$ cat config.mk
export PLATFORM = sky130hd
export DESIGN_NAME = clock_keeper
export DESIGN_NICKNAME = d
export VERILOG_FILES = /design/src/rtl/clock_pkg.sv /design/src/rtl/clock_digit_split.sv /design/src/rtl/clock_keeper.sv
export SDC_FILE = /design/constraint.sdc
export NUM_CORES = 1
export LEC_CHECK = 0
export CORE_ASPECT_RATIO = 1.1
export CORE_MARGIN = 10
export CORE_UTILIZATION = 54
export CTS_CLUSTER_SIZE = 30
export DETAILED_ROUTE_END_ITERATION = 12
export GPL_TIMING_DRIVEN = 0
export HOLD_SLACK_MARGIN = 0.02
export PLACE_DENSITY = 0.87
export SLEW_MARGIN = 20
export SYNTH_ARGS = -nofsm -noshare
export SYNTH_HDL_FRONTEND = slang
export SYNTH_SLANG_ARGS = --single-unit
$ cat constraint.sdc
create_clock -name clk -period 7.7 [get_ports clk]
set_input_delay 1.925 -clock clk [delete_from_list [all_inputs] [get_ports clk]]
set_output_delay 1.925 -clock clk [all_outputs]
set_load 0.01 [all_outputs]
$ cat src/rtl/clock_pkg.sv
`default_nettype none
// ============================================================================
//  Module      : clock_pkg
//  Description : Shared widths, range limits and alarm FSM encoding for the
//                clock keeper and its digit splitter.
//  Revision    : 1.0 - initial release
// ============================================================================
package clock_pkg;

  localparam int HOURS_W    = 5;
  localparam int MINUTES_W  = 6;
  localparam int SECONDS_W  = 6;
  localparam int RING_CNT_W = 8;

  localparam logic [HOURS_W-1:0]   HOURS_MAX   = 5'd23;
  localparam logic [MINUTES_W-1:0] MINUTES_MAX = 6'd59;

  typedef enum logic [1:0] {
    IDLE     = 2'b00,
    RINGING  = 2'b01,
    SILENCED = 2'b10
  } alarm_state_e;

  // True when an hours/minutes pair is a legal time of day.
  function automatic logic hm_valid(input logic [HOURS_W-1:0]   hours,
                                    input logic [MINUTES_W-1:0] minutes);
    return (hours <= HOURS_MAX) && (minutes <= MINUTES_MAX);
  endfunction

endpackage
`default_nettype wire

$ cat src/rtl/clock_digit_split.sv
`default_nettype none
// ============================================================================
//  Module      : clock_digit_split
//  Description : Combinational binary (0-59) to two-digit BCD split.
//                Used for hours and minutes; the tens digit never exceeds 5.
//  Revision    : 1.0 - initial release
// ============================================================================
module clock_digit_split #(
  parameter int W = 6
) (
  input  logic [W-1:0] bin_i,
  output logic [2:0]   tens_o,
  output logic [3:0]   units_o
);

  logic [6:0] bin_ext;

  assign bin_ext = 7'(bin_i);

  // Compare chain instead of a divider: the input range is tiny.
  always_comb begin
    tens_o  = 3'd0;
    units_o = 4'(bin_ext);
    if (bin_ext >= 7'd50) begin
      tens_o  = 3'd5;
      units_o = 4'(bin_ext - 7'd50);
    end else if (bin_ext >= 7'd40) begin
      tens_o  = 3'd4;
      units_o = 4'(bin_ext - 7'd40);
    end else if (bin_ext >= 7'd30) begin
      tens_o  = 3'd3;
      units_o = 4'(bin_ext - 7'd30);
    end else if (bin_ext >= 7'd20) begin
      tens_o  = 3'd2;
      units_o = 4'(bin_ext - 7'd20);
    end else if (bin_ext >= 7'd10) begin
      tens_o  = 3'd1;
      units_o = 4'(bin_ext - 7'd10);
    end
  end

endmodule
`default_nettype wire

$ cat src/rtl/clock_keeper.sv
`default_nettype none
// ============================================================================
//  Module      : clock_keeper
//  Description : Free-running hh:mm:ss timekeeper with loadable time/alarm,
//                BCD time digits and an alarm ring FSM with stop and timeout.
//  Revision    : 1.0 - initial release
// ============================================================================
module clock_keeper
  import clock_pkg::*;
#(
  parameter int SEC_PER_MIN = 60,
  parameter int RING_TICKS  = 60
) (
  input  logic                 clk,
  input  logic                 reset,
  input  logic                 tick_1hz,
  input  logic                 load_time,
  input  logic                 load_alarm,
  input  logic [HOURS_W-1:0]   new_time_hours,
  input  logic [MINUTES_W-1:0] new_time_minutes,
  input  logic [HOURS_W-1:0]   new_alarm_hours,
  input  logic [MINUTES_W-1:0] new_alarm_minutes,
  input  logic                 alarm_enable,
  input  logic                 alarm_stop,
  output logic [HOURS_W-1:0]   time_hours,
  output logic [MINUTES_W-1:0] time_minutes,
  output logic [SECONDS_W-1:0] time_seconds,
  output logic [HOURS_W-1:0]   alarm_hours,
  output logic [MINUTES_W-1:0] alarm_minutes,
  output logic [2:0]           time_hours_tens,
  output logic [3:0]           time_hours_units,
  output logic [2:0]           time_minutes_tens,
  output logic [3:0]           time_minutes_units,
  output logic                 alarm_ringing
);

  localparam logic [SECONDS_W-1:0]  SEC_LAST  = SECONDS_W'(SEC_PER_MIN - 1);
  localparam logic [RING_CNT_W-1:0] RING_LAST = RING_CNT_W'(RING_TICKS - 1);

  logic [HOURS_W-1:0]    hours_q,         hours_d;
  logic [MINUTES_W-1:0]  minutes_q,       minutes_d;
  logic [SECONDS_W-1:0]  seconds_q,       seconds_d;
  logic [HOURS_W-1:0]    alarm_hours_q,   alarm_hours_d;
  logic [MINUTES_W-1:0]  alarm_minutes_q, alarm_minutes_d;
  alarm_state_e          state_q;
  logic [RING_CNT_W-1:0] ring_cnt_q;
  logic                  ringing_q;
  logic                  match;

  // Time next-state: a valid load wins over the tick; an invalid load is
  // treated as if it never happened.
  always_comb begin
    hours_d   = hours_q;
    minutes_d = minutes_q;
    seconds_d = seconds_q;
    if (load_time && hm_valid(new_time_hours, new_time_minutes)) begin
      hours_d   = new_time_hours;
      minutes_d = new_time_minutes;
      seconds_d = '0;
    end else if (tick_1hz) begin
      if (seconds_q == SEC_LAST) begin
        seconds_d = '0;
        if (minutes_q == MINUTES_MAX) begin
          minutes_d = '0;
          hours_d   = (hours_q == HOURS_MAX) ? '0 : hours_q + 5'd1;
        end else begin
          minutes_d = minutes_q + 6'd1;
        end
      end else begin
        seconds_d = seconds_q + 6'd1;
      end
    end
  end

  // Alarm next-state: independent of the time load, same validity rule.
  always_comb begin
    alarm_hours_d   = alarm_hours_q;
    alarm_minutes_d = alarm_minutes_q;
    if (load_alarm && hm_valid(new_alarm_hours, new_alarm_minutes)) begin
      alarm_hours_d   = new_alarm_hours;
      alarm_minutes_d = new_alarm_minutes;
    end
  end

  // Time and alarm storage.
  always_ff @(posedge clk or posedge reset) begin
    if (reset) begin
      hours_q         <= '0;
      minutes_q       <= '0;
      seconds_q       <= '0;
      alarm_hours_q   <= '0;
      alarm_minutes_q <= '0;
    end else begin
      hours_q         <= hours_d;
      minutes_q       <= minutes_d;
      seconds_q       <= seconds_d;
      alarm_hours_q   <= alarm_hours_d;
      alarm_minutes_q <= alarm_minutes_d;
    end
  end

  // Compared against registered values so the ring starts one cycle after
  // the time/alarm registers first agree.
  assign match = alarm_enable && (hours_q == alarm_hours_q) &&
                 (minutes_q == alarm_minutes_q);

  // Alarm ring FSM; alarm_ringing is registered alongside the state.
  always_ff @(posedge clk or posedge reset) begin
    if (reset) begin
      state_q    <= IDLE;
      ring_cnt_q <= '0;
      ringing_q  <= 1'b0;
    end else if (!alarm_enable) begin
      state_q    <= IDLE;
      ring_cnt_q <= '0;
      ringing_q  <= 1'b0;
    end else begin
      case (state_q)
        IDLE: begin
          if (match) begin
            state_q    <= RINGING;
            ring_cnt_q <= '0;
            ringing_q  <= 1'b1;
          end
        end
        RINGING: begin
          if (!match) begin
            state_q   <= IDLE;
            ringing_q <= 1'b0;
          end else if (alarm_stop || (tick_1hz && ring_cnt_q == RING_LAST)) begin
            state_q   <= SILENCED;
            ringing_q <= 1'b0;
          end else if (tick_1hz) begin
            ring_cnt_q <= ring_cnt_q + 8'd1;
          end
        end
        SILENCED: begin
          // Stay quiet for the rest of the matching minute.
          if (!match) begin
            state_q <= IDLE;
          end
        end
        default: begin
          state_q    <= IDLE;
          ring_cnt_q <= '0;
          ringing_q  <= 1'b0;
        end
      endcase
    end
  end

  assign time_hours    = hours_q;
  assign time_minutes  = minutes_q;
  assign time_seconds  = seconds_q;
  assign alarm_hours   = alarm_hours_q;
  assign alarm_minutes = alarm_minutes_q;
  assign alarm_ringing = ringing_q;

  clock_digit_split #(.W(HOURS_W)) u_hours_digits (
    .bin_i   (hours_q),
    .tens_o  (time_hours_tens),
    .units_o (time_hours_units)
  );

  clock_digit_split #(.W(MINUTES_W)) u_minutes_digits (
    .bin_i   (minutes_q),
    .tens_o  (time_minutes_tens),
    .units_o (time_minutes_units)
  );

endmodule
`default_nettype wire

==> results.ini <==
[outcome]
status = finished, final reports clean

[global_route]
grt.busiest_layer = met2
met1_usage_pct = 23.2
antenna_found_initial = 0
use_met3_pct = 5.66
grt_overflow = 0
grtUsageMet2_pct = 32.8
grt_use_total_pct = 19.6
grt_pass1_wl_mm = 13.4
grt_pass1_vias = 2666
grt_start_max_net_pins = 28

[power]
p_leak_uw = 0.00157
cell_internal_pwr_uw = 640
vdd_drop_max_mv = 0.195
p_seq_share_pct = 28.1
p_switching_uw = 423
power.share.clock_pct = 16.8
sw_frac_of_total_pct = 39.8
finalPower_uw = 1060
power_density_nw_per_um2 = 282
p_comb_share_pct = 55.1

[timing]
rsz0062_at_grt = false
fin_skew_ns = 0.00829
holdWs_ns = 0.542
tns_ns = 0
setup_viol = 0
post-route-min-period_ns = 5.58
relSlewSlack_pct = 51.1
period_share_pct = 72.5
worst_pin_slew_ns = 0.715
finalHoldViolCount = 0
fmax_ghz = 0.179
slew_violations = 0

[cts]
cts_resized = 0
ctsHoldBuffers = 0
path_clk_slew_ns = 0.08
clock_latency_ns = 0.30
root_buffer = clkbuf_8
cts.sinks = 39
htree_levels = 2
cts_inserted_buffers = 5
cts_buffer_depth = 2
cts_tree = done
cts_setup_buffers = 0

[layout]
drive_gt1_share_pct = 8.73
regArea_um2 = 976
fillers = 389
multi_input_area_um2 = 1710
areaGrowthSynthToFinish_pct = 31.9
final_common_cell = clkdlybuf4s50_1
layout.nets = 448
diodes = 0
layout_common_cells = clkdlybuf4s50_1 (70), dfrtp_1 (39), a21oi_1 (30)

[synthesis]
async_reset_ff_share_pct = 100
syn_area_um2 = 2860
syn_nets = 370
synth_cell_type_count = 62
netlist_instances = 322
syn_area_per_cell_um2 = 8.88
yosysSeqAreaShare_pct = 34.1
yosys_warnings = 0
synth_ff_type = dfrtp_1
synth_edf_count = 0
ys_ff_latch = 39

[routing]
first_iter_violations = 228
routed_wl_mm = 8.28
drc_errors = 0
vias_per_cell = 6.08
ant_nets = 0
first_pass_iters = 5
wire_per_inst_um = 18.0
vias = 2793

[floorplan]
die_w_um = 89.4
die_y_um = 96.3
initial_core_util_pct = 56.4
num_rows = 27
core_um2 = 5070
io_pins = 72
die_area_um2 = 8610

[setup_path]
cp-start-kind = flip-flop
worstSetupEndpointType = primary output
required_ns = 5.78
cp_max_fo = 9
crit_arrival_ns = 3.66
critPathKind = flip-flop to primary output

[hold_path]
hold_class = flip-flop to flip-flop

[placed_design]
post-dp-hpwl_mm = 6.40
gp_congestion = 0.913
port_buffers = 70

[run]
cap_violations = 0

==> power by group through the flow <==
| stage | clock [uW] | sequential, uW | combinational [uW] |
|---|---|---|---|
| after CTS | 181 | 297 | 587 |
| after floorplan | 0 | 297 | 314 |
| after global routing | 188 | 303 | 642 |
| after global placement | 0 | 299 | 559 |
| after detailed placement | 0 | 300 | 577 |
| final | 178 | 299 | 586 |
==> area by class of cell <==
class / instances / area share [%]
clock inverters: 2 / 0.929
well taps: 58 / 1.92
plain buffers: 17 / 2.22
repair buffers: 71 / 19.1
flip-flops and latches: 39 / 25.9
inverters: 24 / 2.39
clock buffers: 6 / 2.19
multi-input cells: 242 / 45.3
==> metrics by stage <==
stage	area [um^2]	setup slack, ns	utilization [%]	instances
after floorplan	2860	3.34	-	322
after global placement	3630	2.51	71.7	450
after detailed placement	3650	2.52	72.1	451
after CTS	3770	2.13	74.4	459
after global routing	3770	1.77	74.4	459
final	3770	2.12	74.4	459
==> registers in the layout, indices dropped and copies added, names as in the netlist <==
signal and count:
state_q 2, alarm_hours 5, alarm_minutes 6, time_minutes 6
time_hours 5, alarm_ringing 1, time_seconds 6, ring_cnt_q 8
==> synthesized netlist by cell type (all sizes together) (2+ instances only) <==
library cell | count | area [um^2]
a211o | 3 | 26.3
a21boi | 4 | 30.0
a21o | 2 | 15.0
a21oi | 30 | 150
a221oi | 4 | 35.0
a22oi | 2 | 15.0
a31oi | 5 | 31.3
a32oi | 4 | 35.0
and2 | 4 | 26.3
and4 | 2 | 17.5
buf | 5 | 38.8
clkbuf | 12 | 45.0
dfrtp | 39 | 976
ha | 19 | 238
inv | 24 | 90.1
mux2 | 10 | 113
mux2i | 6 | 60.1
nand2 | 20 | 75.1
nand2b | 4 | 25.0
nand3 | 8 | 40.0
nand3b | 2 | 15.0
nand4 | 7 | 43.8
nor2 | 15 | 56.3
nor2b | 3 | 18.8
nor3 | 7 | 35.0
nor4 | 3 | 18.8
o21ai | 22 | 110
o22a | 2 | 17.5
o22ai | 4 | 25.0
o31ai | 4 | 30.0
o41ai | 2 | 17.5
or3 | 3 | 18.8
or4 | 3 | 22.5
or4b | 4 | 43.8
xnor2 | 7 | 61.3
xor2 | 6 | 52.6
==> routing by layer <==
metal  share of wire [%]  up-vias
li1                    -     1342
met1                  41     1332
met2                  50      106
met3                 7.7       13
met4                 1.8        0
met5                   0        -
==> worst max-delay path, cell delays in order (launching register included) <==
cell and delay, ns:
dfrtp_1 0.56, inv_1 0.24, ha_1 0.30, a2111oi_0 0.69, o31a_2 0.31, nor4_1 0.06
a311o_1 0.32, a221oi_1 0.28, clkdlybuf4s50_1 0.59
==> logic make-up (layout without fill, tap and decap cells) <==
logic type | after synthesis | after routing | synth area share [%]
flops | 39 | 39 | 34.1
fa+ha+maj | 19 | 19 | 8.32
mux | 16 | 16 | 6.04
buf+inv | 41 | 120 | 6.08
other cells | 1 | 1 | 0.131
compound gates | 100 | 100 | 22.8
simple gates | 93 | 93 | 18.6
xor+xnor | 13 | 13 | 3.98
==> final timing paths <==
check | end | cells past startpoint | start | slack (ns)
max in group asynchronous | time_seconds[2]$_DFFE_PP0P_ | 3 | reset | 5.36
hold / removal | alarm_ringing$_DFFE_PP0P_ | 2 | alarm_ringing$_DFFE_PP0P_ | 0.54
setup reg to reg | ring_cnt_q[7]$_DFFE_PP0P_ | 6 | time_minutes[2]$_DFFE_PP0P_ | 5.02
hold reg to reg | alarm_ringing$_DFFE_PP0P_ | 2 | alarm_ringing$_DFFE_PP0P_ | 0.54
min in group asynchronous | ring_cnt_q[6]$_DFFE_PP0P_ | 2 | reset | 1.89
setup / recovery | time_minutes_units[2] | 8 | time_minutes[2]$_DFFE_PP0P_ | 2.12
Note: power is estimated with default switching activity, not from simulation.
